[src/rtl/bind_handshake_monitor.sv]
// bind_handshake_monitor
//
// Purpose:
//   Passive protocol checker for N_CH valid/ready channels, meant to be bound
//   into the parent of the block being observed. It only reads the channel
//   signals. For each channel it tracks the handshake and flags three kinds
//   of violation:
//     DROP    - valid deasserted while a transfer was still stalled
//     DATA    - payload changed while stalled (checked on the accepting cycle too)
//     TIMEOUT - a stall lasted longer than MAX_STALL cycles (once per episode)
//   It also keeps saturating per-channel transfer counters and a first-error
//   record that simulation or emulation can read back.
//
// Parameters:
//   N_CH        number of monitored channels (>= 1)
//   DATA_WIDTH  payload width per channel
//   MAX_STALL   stall cycles tolerated before TIMEOUT; 0 disables the check
//   COUNT_WIDTH width of each transfer counter
//
// Ports:
//   CLK          clock, all state on the rising edge
//   ASYNCRESET   asynchronous active-high reset
//   en           monitor enable; low = no checking, no counting, tracking cleared
//   clr          synchronous clear of counters, sticky flags and first-error record
//   valid        per-channel valid, bit i = channel i
//   ready        per-channel ready
//   data         payloads, channel i at [i*DATA_WIDTH +: DATA_WIDTH]
//   err_pulse    one-cycle pulse per channel, the cycle after a violation
//   err_sticky   per-channel sticky error flag
//   first_valid  first-error record holds an entry
//   first_chan   channel of the first error
//   first_code   1 = DROP, 2 = DATA, 3 = TIMEOUT, 0 = none
//   xfer_count   per-channel accepted-transfer counts, channel i at [i*COUNT_WIDTH +: COUNT_WIDTH]

module bind_handshake_monitor #(
  parameter int N_CH        = 2,
  parameter int DATA_WIDTH  = 8,
  parameter int MAX_STALL   = 16,
  parameter int COUNT_WIDTH = 16
) (
  input  logic                                      CLK,
  input  logic                                      ASYNCRESET,
  input  logic                                      en,
  input  logic                                      clr,
  input  logic [N_CH-1:0]                           valid,
  input  logic [N_CH-1:0]                           ready,
  input  logic [N_CH*DATA_WIDTH-1:0]                data,
  output logic [N_CH-1:0]                           err_pulse,
  output logic [N_CH-1:0]                           err_sticky,
  output logic                                      first_valid,
  output logic [((N_CH > 1) ? $clog2(N_CH) : 1)-1:0] first_chan,
  output logic [1:0]                                first_code,
  output logic [N_CH*COUNT_WIDTH-1:0]               xfer_count
);

  localparam int CHW = (N_CH > 1) ? $clog2(N_CH) : 1;
  localparam int SCW = (MAX_STALL > 0) ? $clog2(MAX_STALL + 1) : 1;
  localparam logic [SCW-1:0] STALL_LIMIT = SCW'(MAX_STALL);
  localparam bit TIMEOUT_ON = (MAX_STALL > 0);

  typedef enum logic [1:0] {
    CODE_NONE    = 2'd0,
    CODE_DROP    = 2'd1,
    CODE_DATA    = 2'd2,
    CODE_TIMEOUT = 2'd3
  } code_e;

  logic [N_CH-1:0]        xfer;
  logic [N_CH-1:0]        stall;
  logic [DATA_WIDTH-1:0]  data_ch     [N_CH];

  logic [N_CH-1:0]        pend_q;
  logic [DATA_WIDTH-1:0]  held_q      [N_CH];
  logic [SCW-1:0]         stall_cnt_q [N_CH];
  logic [N_CH-1:0]        fired_q;
  logic [COUNT_WIDTH-1:0] count_q     [N_CH];

  code_e                  code        [N_CH];
  logic [N_CH-1:0]        viol;
  logic [N_CH-1:0]        timeout_hit;

  logic                   first_hit;
  logic [CHW-1:0]         pick_chan;
  code_e                  pick_code;

  assign xfer  = valid & ready;
  assign stall = valid & ~ready;

  // Unpack the flat payload bus and pack the counters back onto the output bus.
  for (genvar g = 0; g < N_CH; g++) begin : g_chan
    assign data_ch[g] = data[g*DATA_WIDTH +: DATA_WIDTH];
    assign xfer_count[g*COUNT_WIDTH +: COUNT_WIDTH] = count_q[g];
  end

  // Per-channel violation detection. Only one code is reported per channel per
  // cycle, with DROP taking precedence over DATA, and DATA over TIMEOUT.
  // timeout_hit marks the episode as fired even if a higher-priority code masks
  // it, so a long stall can never produce a second TIMEOUT.
  always_comb begin
    viol        = '0;
    timeout_hit = '0;
    for (int i = 0; i < N_CH; i++) begin
      code[i]        = CODE_NONE;
      timeout_hit[i] = TIMEOUT_ON && en && stall[i] &&
                       (stall_cnt_q[i] == STALL_LIMIT) && !fired_q[i];
      if (en) begin
        if (pend_q[i] && !valid[i]) begin
          code[i] = CODE_DROP;
        end else if (pend_q[i] && (data_ch[i] != held_q[i])) begin
          code[i] = CODE_DATA;
        end else if (timeout_hit[i]) begin
          code[i] = CODE_TIMEOUT;
        end
      end
      viol[i] = (code[i] != CODE_NONE);
    end
  end

  // Pick the lowest-index channel that reports a violation this cycle. Scanning
  // from the top down lets the lowest index overwrite the others.
  always_comb begin
    first_hit = 1'b0;
    pick_chan = '0;
    pick_code = CODE_NONE;
    for (int i = N_CH - 1; i >= 0; i--) begin
      if (viol[i]) begin
        first_hit = 1'b1;
        pick_chan = CHW'(i);
        pick_code = code[i];
      end
    end
  end

  // Handshake tracking: remembers whether the channel was stalled last cycle,
  // the payload it was stalled with, and how long the current stall has lasted.
  // Any cycle that is not an enabled stall ends the episode, which also means
  // disabling the monitor can never leave a stale stall behind. clr does not
  // touch this state, so checking carries on seamlessly across a clear.
  always_ff @(posedge CLK or posedge ASYNCRESET) begin
    if (ASYNCRESET) begin
      pend_q  <= '0;
      fired_q <= '0;
      for (int i = 0; i < N_CH; i++) begin
        held_q[i]      <= '0;
        stall_cnt_q[i] <= '0;
      end
    end else begin
      for (int i = 0; i < N_CH; i++) begin
        if (en && stall[i]) begin
          pend_q[i] <= 1'b1;
          held_q[i] <= data_ch[i];
          if (stall_cnt_q[i] != STALL_LIMIT) begin
            stall_cnt_q[i] <= stall_cnt_q[i] + SCW'(1);
          end
          if (timeout_hit[i]) begin
            fired_q[i] <= 1'b1;
          end
        end else begin
          pend_q[i]      <= 1'b0;
          held_q[i]      <= '0;
          stall_cnt_q[i] <= '0;
          fired_q[i]     <= 1'b0;
        end
      end
    end
  end

  // Reporting state: error pulses, sticky flags, first-error record and the
  // transfer counters. clr wins over everything detected in the same cycle,
  // so a violation coinciding with clr is dropped entirely.
  always_ff @(posedge CLK or posedge ASYNCRESET) begin
    if (ASYNCRESET) begin
      err_pulse   <= '0;
      err_sticky  <= '0;
      first_valid <= 1'b0;
      first_chan  <= '0;
      first_code  <= CODE_NONE;
      for (int i = 0; i < N_CH; i++) begin
        count_q[i] <= '0;
      end
    end else if (clr) begin
      err_pulse   <= '0;
      err_sticky  <= '0;
      first_valid <= 1'b0;
      first_chan  <= '0;
      first_code  <= CODE_NONE;
      for (int i = 0; i < N_CH; i++) begin
        count_q[i] <= '0;
      end
    end else begin
      err_pulse  <= viol;
      err_sticky <= err_sticky | viol;
      if (!first_valid && first_hit) begin
        first_valid <= 1'b1;
        first_chan  <= pick_chan;
        first_code  <= pick_code;
      end
      for (int i = 0; i < N_CH; i++) begin
        if (en && xfer[i] && (count_q[i] != {COUNT_WIDTH{1'b1}})) begin
          count_q[i] <= count_q[i] + COUNT_WIDTH'(1);
        end
      end
    end
  end

endmodule

[config.mk]
export PLATFORM = sky130hd
export DESIGN_NAME = bind_handshake_monitor
export DESIGN_NICKNAME = d
export VERILOG_FILES = /design/src/rtl/bind_handshake_monitor.sv
export SDC_FILE = /design/constraint.sdc
export NUM_CORES = 1
export LEC_CHECK = 0
export ABC_AREA = 1
export CORE_ASPECT_RATIO = 0.7
export CORE_UTILIZATION = 63
export CTS_CLUSTER_SIZE = 25
export DETAILED_ROUTE_END_ITERATION = 6
export DONT_BUFFER_PORTS = 1
export PLACE_DENSITY = 0.86
export REMOVE_ABC_BUFFERS = 1
export SLEW_MARGIN = 20
export SYNTH_ARGS = -nofsm -noshare
export SYNTH_HDL_FRONTEND = slang
export SYNTH_SLANG_ARGS = --single-unit
[constraint.sdc]
create_clock -name CLK -period 2.8 [get_ports CLK]
set_clock_uncertainty 0.2 [all_clocks]
set_input_delay 0.56 -clock CLK [delete_from_list [all_inputs] [get_ports CLK]]
set_output_delay 0.56 -clock CLK [all_outputs]
set_load 0.1 [all_outputs]
## Word level (Yosys, flattened, before mapping)

Index checks and enable logic that the tools add are counted.
Widths: inputs -> output; s select.

- Output and inout port bits: 40
- Flip-flop bits (word level): 70
- Bits of input ports: 24
- Word-level logic and storage cells: 95

- Add/sub/neg operators: 4
- Bitwise operators: 4
- Muxes and demuxes: 36
- Equal/unequal tests: 12
- Reductions and logical operators: 25

Operator list:

| cell | count |
|---|---|
| $add 16x1->16 const B | 2 |
| $mux 16 | 2 |
| $mux 32 | 1 |
| $ne 16x16->1 const B | 2 |
| $mux 2 | 14 |
| $mux 5 | 4 |
| $mux 8 | 2 |
| $ne 8x8->1 | 2 |
| $logic_and 1x1->1 | 15 |
| $mux 1 | 13 |
| $add 5x1->5 const B | 2 |
| $eq 5x5->1 const B | 2 |
| $ne 5x5->1 const B | 2 |
| $reduce_bool 2->1 | 5 |
| $logic_not 1->1 | 5 |
| $and 2x2->2 | 2 |
| $ne 2x1->1 const B | 2 |
| $ne 2x2->1 const B | 2 |
| $not 2->2 | 1 |
| $or 2x2->2 | 1 |

## Depth between registers and ports, before layout

Gate-level depths: netlist of run 1.

- Word-level depth: 15
- Gate-level depth with buffers: 13
- Depth with buffers taken out: 13

## Worst setup path before layout of run 1

No wires, ideal clock.

- Path kind: reg2reg
- Start point: reg count_q (netlist bit xfer_count[1])
- End point: reg count_q (netlist bit xfer_count[3])
- Data arrival time: 2169 ps
- Slack: 261 ps
- Setup time: 170 ps
- Required time: 2430 ps
- Buffers on the path: 0
- Cell stages (with the launch flop): 11
- Period minus slack after synthesis: 2539 ps
- Path through: dfrtp_1 -> ha_1 -> nand2_1 -> nor3_4 -> nand2_2 -> nor2_4 -> a21oi_4 -> inv_4 -> nor2_1 -> o21ai_0 -> a21oi_1

- Longest elaborated chain between the ends: 3
- Elaborated cells on any way between the ends: 6
- Those cells by class: add/sub (1); eq/ne (1); mux (2); reduce/logical (2)

Ends and longest elaborated chain:

| what | RTL line | text |
|---|---|---|
| start, declared | 76 | `logic [COUNT_WIDTH-1:0] count_q [N_CH];` |
| start signal, assigned by index | 200 | `count_q[i] <= count_q[i] + COUNT_WIDTH'(1);` |
| $add 16x1->16 / $ne 16x16->1 (equally long branches) | 200, 199 |  |
| $mux 16 / $logic_and 1x1->1 (equally long branches) | 199 | `if (en && xfer[i] && (count_q[i] != {COUNT_WIDTH{1'b1}})) begin` |
| $mux 32 / $reduce_bool 2->1 (equally long branches) | -- |  |

Parallel ways exist; a longest one is shown, timed or not. The select of a mux whose other input is x is not followed.
A chain may end at the register's enable or synchronous reset.

## Worst setup path after layout of run 1

- Start point: reg count_q (netlist bit xfer_count[0])
- End point: reg count_q (netlist bit xfer_count[15])

Same word-level chain as after synthesis.

==> flow_summary.json, run 1 <==
{
  "cts_tree": "built",
  "cellLeakagePower_nw": 2.05,
  "postSynthAreaPerCell_um2": 7.97,
  "dr.pass1.iters": 4,
  "hpwl_um": 5600,
  "p_seq_frac": 0.556,
  "grt_util_all_layers": 0.274,
  "die-area_um2": 5980,
  "dpl_cell_area_um2": 3950,
  "synth_top_area_frac": 0.491,
  "r2r_end": "xfer_count[15]$_DFFE_PP0P_",
  "io_pins": 64,
  "layout.nets": 524,
  "htreeDepth": 3,
  "slew-limit-headroom": 0.384,
  "cts_num_sinks": 70,
  "maxCapViolations": 0,
  "finalMaxSlewViolations": 0,
  "antenna_found_initial": 0,
  "ctsRootBufferMaster": "clkbuf_8",
  "cts_resized": 0,
  "synthCells": 448,
  "hold_viol": 0,
  "post_drt_wl_per_cell_um": 12.9,
  "drive_gt1_frac": 0.169,
  "fin_crit_ps": 2120,
  "drt.antenna.violating_nets": 0,
  "irDropWorstVdd_mv": 0.333,
  "critPathKind": "flip-flop to flip-flop",
  "num_rows": 22,
  "syn_to_final_growth_pct": 15.0,
  "first_global_vias": 2871,
  "drt_iter0_drc": 149,
  "synthDistinctLibCells": 35,
  "cts_buffers": 9,
  "rsz0062_at_grt": "false",
  "worstMarginPinSlew_ps": 924,
  "worstRegToRegCells": 10,
  "wirelength_um": 7340,
  "io_buffers": 0,
  "post-route-period-util": 0.758,
  "worstPathArrival_ps": 2150,
  "r2r-start": "xfer_count[0]$_DFFE_PP0P_",
  "path_clk_slew_ps": 70,
  "synth_area_um2": 3570,
  "gp_congestion": 0.861,
  "critical_path_required_ps": 2830,
  "vias": 2976,
  "core_area_um2": 5340,
  "synth_top_area_cell": "dfrtp_1",
  "worst_hold_path.num_cells": 1,
  "cp-end-kind": "flip-flop",
  "postCtsSetupRepairBufs": 0,
  "p_per_area_nw_per_um2": 470,
  "ys_seq_area_frac": 0.491,
  "clkPwrFrac": 0.339,
  "die_y_um": 65.0,
  "drc_errors": 0,
  "finalInstanceArea_um2": 4100,
  "p_sw_frac": 0.271,
  "r2r_slack_ps": 680,
  "outcome": "finished clean",
  "start_util": 0.668,
  "power_mw": 1.93,
  "grt_max_degree": 41,
  "antennaDiodeCount": 0,
  "hp-class": "input port to flip-flop",
  "p_int_mw": 1.41,
  "vias_per_cell": 5.24,
  "clock_path_buffers": 2,
  "cp_max_fo": 10,
  "startpoint": "xfer_count[0]$_DFFE_PP0P_",
  "combPwrFrac": 0.105,
  "fin_tns_setup_ps": 0,
  "dp.cells": 554,
  "worstSetupStartpointType": "flip-flop",
  "finalSetupViolCount": 0,
  "synth_warnings": 0,
  "switching_power_uw": 524,
  "grt_pass1_wl_um": 12600,
  "stdcell_count": 568,
  "worstSetupEndpoint": "xfer_count[15]$_DFFE_PP0P_",
  "ys_ff_latch": 70,
  "fp.dieW_um": 92.0,
  "hold_buffers": 1,
  "clk_latency_ps": 340,
  "synth.area.top_cells": "dfrtp_1 (49%), nand2_1 (10%), inv_1 (7.4%), nor2_1 (6.0%), nand3_1 (3.6%)",
  "overflow": 0,
  "fmax_mhz": 471
}
[routing by layer]
layer | track usage | vias to the layer above | share of wire
met5 | 0 | - | 0
met4 | 0.0957 | 0 | 0.016
met3 | 0.0927 | 14 | 0.072
met2 | 0.452 | 94 | 0.47
met1 | 0.340 | 1372 | 0.44
li1 | - | 1496 | -
[Yosys cell counts, drive strengths merged]
master  number
o21bai       1
nor2        63
nand3       29
a31oi        3
xor2         1
a21oi       26
nor4         1
clkbuf       5
nor3        14
ha           6
o211a        1
o21ai       24
o221a        1
xnor2       10
a211oi       1
nor3b        2
clkinv       1
nand2      101
dfrtp       70
o21a         4
inv         79
nand4        4
buf          1
[layout by cell type, fill, tap and decap left out, types with 2 or more instances in the layout]
master,n
a21oi_1,24
a31oi_1,2
buf_4,39
clkbuf_1,2
clkbuf_8,9
dfrtp_1,70
ha_1,6
inv_1,69
inv_2,9
nand2_1,95
nand2_2,6
nand3_1,26
nand3_2,3
nand4_1,4
nor2_1,57
nor2_2,4
nor2_4,2
nor3_1,10
nor3_2,2
nor3_4,2
nor3b_1,2
o21a_1,4
o21ai_0,22
o21ai_1,2
xnor2_1,10
[registers in the layout, summed over array words and instances, names as in the netlist, 2 cells and up]
signal and count:
pend_q 2, err_sticky 2, stall_cnt_q 10, held_q 16, err_pulse 2, xfer_count 32
first_code 2, fired_q 2
[cell families after synthesis]
logic type | count (synthesis) | share of synthesized area
buffers and inverters | 86 | 0.0911
AO/OA/AOI/OAI | 61 | 0.0999
flip-flops | 70 | 0.491
adder cells (fa/ha/maj) | 6 | 0.0210
XOR/XNOR | 11 | 0.0270
AND/OR/NAND/NOR | 214 | 0.270
[worst min path at each step]
stage                              end               startpoint
3_5_place_dp    fired_q[0]$_DFFE_PP0P_   fired_q[0]$_DFFE_PP0P_
3_3_place_gp   err_sticky[1]$_DFF_PP0_  err_sticky[1]$_DFF_PP0_
5_1_grt        first_valid$_DFFE_PP0P_                      clr
2_1_floorplan   fired_q[0]$_DFFE_PP0P_   fired_q[0]$_DFFE_PP0P_
6_report       first_valid$_DFFE_PP0P_                      clr
4_1_cts        first_valid$_DFFE_PP0P_                      clr
[worst max-delay path, cell delays in order, from the launching register on]
cell and delay [ps]:
dfrtp_1 400, ha_1 220, nand2_1 110, nor3_4 60, nand2_2 110, nor2_4 50, a21oi_4 300, nand3_2 150
nor2_1 190, a21oi_1 90, o21a_1 130
[area by class of cell]
cell class / count / area, um2
clock inverters: 2 / 12.5
multi-input cells: 292 / 1490
flip-flops and latches: 70 / 1750
well taps: 72 / 90.1
clock buffers: 11 / 131
fillers: 388 / 1240
inverters: 80 / 303
repair buffers: 41 / 323
[metrics by stage]
step | hold WS, ps | worst slack [ps] | utilization
final | 66.9 | 678 | 0.769
after CTS | 52.3 | 695 | 0.769
after detailed placement | 291 | 655 | 0.740
after global routing | 43.4 | 430 | 0.769
after global placement | 279 | 724 | 0.740
after floorplan | 269 | 261 | -
[power groups by stage]
| stage | sequential [mW] | combinational [mW] | clock [mW] |
|---|---|---|---|
| final | 1.07 | 0.203 | 0.654 |
| after detailed placement | 1.09 | 0.203 | 0 |
| after global routing | 1.08 | 0.226 | 0.712 |
| after CTS | 1.07 | 0.205 | 0.664 |
| after floorplan | 1.12 | 0.119 | 0 |
| after global placement | 1.09 | 0.192 | 0 |
Power figures use the tool's default switching activity.
==> inputs of run 2 (changes only) <==
clock period = 2 ns   (was 2.8 ns; I/O delays follow)
==> flow_summary.json, run 2 (same netlist as run 1, synthesis figures left out) <==
{
  "fin_crit_ps": 2100,
  "worstMarginPinSlew_ps": 568,
  "cellLeakagePower_nw": 2.31,
  "final_common_cell": "nand2_1",
  "finalMaxSlewViolations": 0,
  "worst_hold_slack_ps": 6.46,
  "drc_errors": 0,
  "drt_iter0_drc": 372,
  "htreeDepth": 3,
  "first_global_vias": 3250,
  "place_ws_ps": -46.8,
  "grt_max_degree": 46,
  "drive_gt1_frac": 0.273,
  "irDropWorstVdd_mv": 0.604,
  "cts_tree": "built",
  "outcome": "finished with violations",
  "clk_latency_ps": 350,
  "dp.cells": 568,
  "grt_util_all_layers": 0.321,
  "worstSetupStartpointType": "flip-flop",
  "path_clk_slew_ps": 70,
  "finalSetupViolCount": 4,
  "drt.antenna.violating_nets": 0,
  "gp_congestion": 0.862,
  "cp_max_fo": 6,
  "start_util": 0.668,
  "antenna_found_initial": 0,
  "antennaDiodeCount": 0,
  "p_per_area_nw_per_um2": 634,
  "wirelength_um": 10500,
  "fp.dieW_um": 92.0,
  "fin_tns_setup_ps": -205,
  "violations": "negative setup slack",
  "dr.pass1.iters": 7,
  "clock_path_buffers": 2,
  "rsz0062_at_grt": "true",
  "worstPathArrival_ps": 2160,
  "post-route-period-util": 1.05,
  "layout_common_cells": "nand2_1 (89), dfrtp_1 (70), buf_4 (69)",
  "post_drt_wl_per_cell_um": 17.1,
  "hpwl_um": 5760,
  "fmax_mhz": 477,
  "core_area_um2": 5340,
  "overflow": 0,
  "fin_ws_ps": -98.0,
  "hp-class": "input port to flip-flop",
  "io_buffers": 0,
  "layout.nets": 572,
  "slew-limit-headroom": 0.622,
  "cts_buffers": 9,
  "maxCapViolations": 0,
  "largest_reg_flops": 32,
  "critical_path_required_ps": 2070,
  "hold_viol": 0,
  "ctsRootBufferMaster": "clkbuf_8",
  "cts_num_sinks": 70,
  "num_rows": 22,
  "vias_per_cell": 5.86,
  "critPathKind": "flip-flop to flip-flop",
  "die-area_um2": 5980,
  "stdcell_count": 618,
  "grt_pass1_wl_um": 14600,
  "syn_to_final_growth_pct": 31.5,
  "power_mw": 2.98,
  "die_y_um": 65.0,
  "io_pins": 64,
  "cp-end-kind": "flip-flop",
  "vias": 3620
}
-- run 2: cell count changes in the layout (fill, tap and decap cells not counted), sizes merged --
cell	change
buf	+30
clkinv	+2
dlygate4sd3	+18
-- run 2: report_power, final --
group	switching, mW	internal (mW)
logic	0.282	0.174
clock network	0.536	0.504
registers	0.0271	1.46
total	0.845	2.13
-- run 2: path summary, 6_finish.rpt --
check,slack (ps),endpoint,cells past startpoint,startpoint
worst max-delay path,-100,xfer_count[29]$_DFFE_PP0P_,10,xfer_count[16]$_DFFE_PP0P_
worst min-delay path,6,xfer_count[13]$_DFFE_PP0P_,2,clr
worst max register to register,-100,xfer_count[29]$_DFFE_PP0P_,10,xfer_count[16]$_DFFE_PP0P_
worst min register to register,340,first_chan$_DFFE_PP0P_,2,first_chan$_DFFE_PP0P_
max in group asynchronous,740,xfer_count[26]$_DFFE_PP0P_,3,ASYNCRESET
min in group asynchronous,370,held_q[11]$_DFF_PP0_,3,ASYNCRESET
-- run 2: worst max-delay path: stages, from the launching register on --
cell and delay (ps):
dfrtp_1 420, ha_2 220, nand3_2 90, inv_1 50, nand4_1 120, nand2_4 120, nor3_4 230, nand3_2 150
nor2_2 180, o21ai_1 90, a21oi_1 150
-- run 2: timing repair --
item | 4_1_cts | 5_1_grt
setup endpoints to repair | 4 | 23
hold endpoints to repair | 92 | 0
gates resized for setup | 4 | 48
hold buffers | 19 | 0
pin swaps | 3 | 16
setup buffers | 6 | 10
-- run 2: layout make-up --
cell class	instances	area, um2
Tap cell	72	90.1
Multi-Input combinational cell	292	1660
Fill cell	248	644
Inverter	80	305
Clock inverter	4	22.5
Clock buffer	11	151
Sequential cell	70	1750
Timing Repair Buffer	89	719
-- run 2: routing by layer --
metal	routed length, um	track usage	vias up
li1	-	-	1596
met1	3980	0.375	1709
met2	5130	0.548	247
met5	0	0	-
met3	1020	0.104	68
met4	420	0.135	0
-- run 2: per-stage QoR --
| stage | utilization | area, um2 |
|---|---|---|
| 3_3_place_gp | 0.757 | 4040 |
| 3_5_place_dp | 0.757 | 4040 |
| 4_1_cts | 0.836 | 4460 |
| 2_1_floorplan | - | 3550 |
| 6_report | 0.879 | 4700 |
| 5_1_grt | 0.879 | 4700 |
==> inputs of run 3 (changes only) <==
CAP_MARGIN = 20   (was unset)
==> results of run 3 <==
The final DEF is identical to that of run 2; final timing and power are the same.
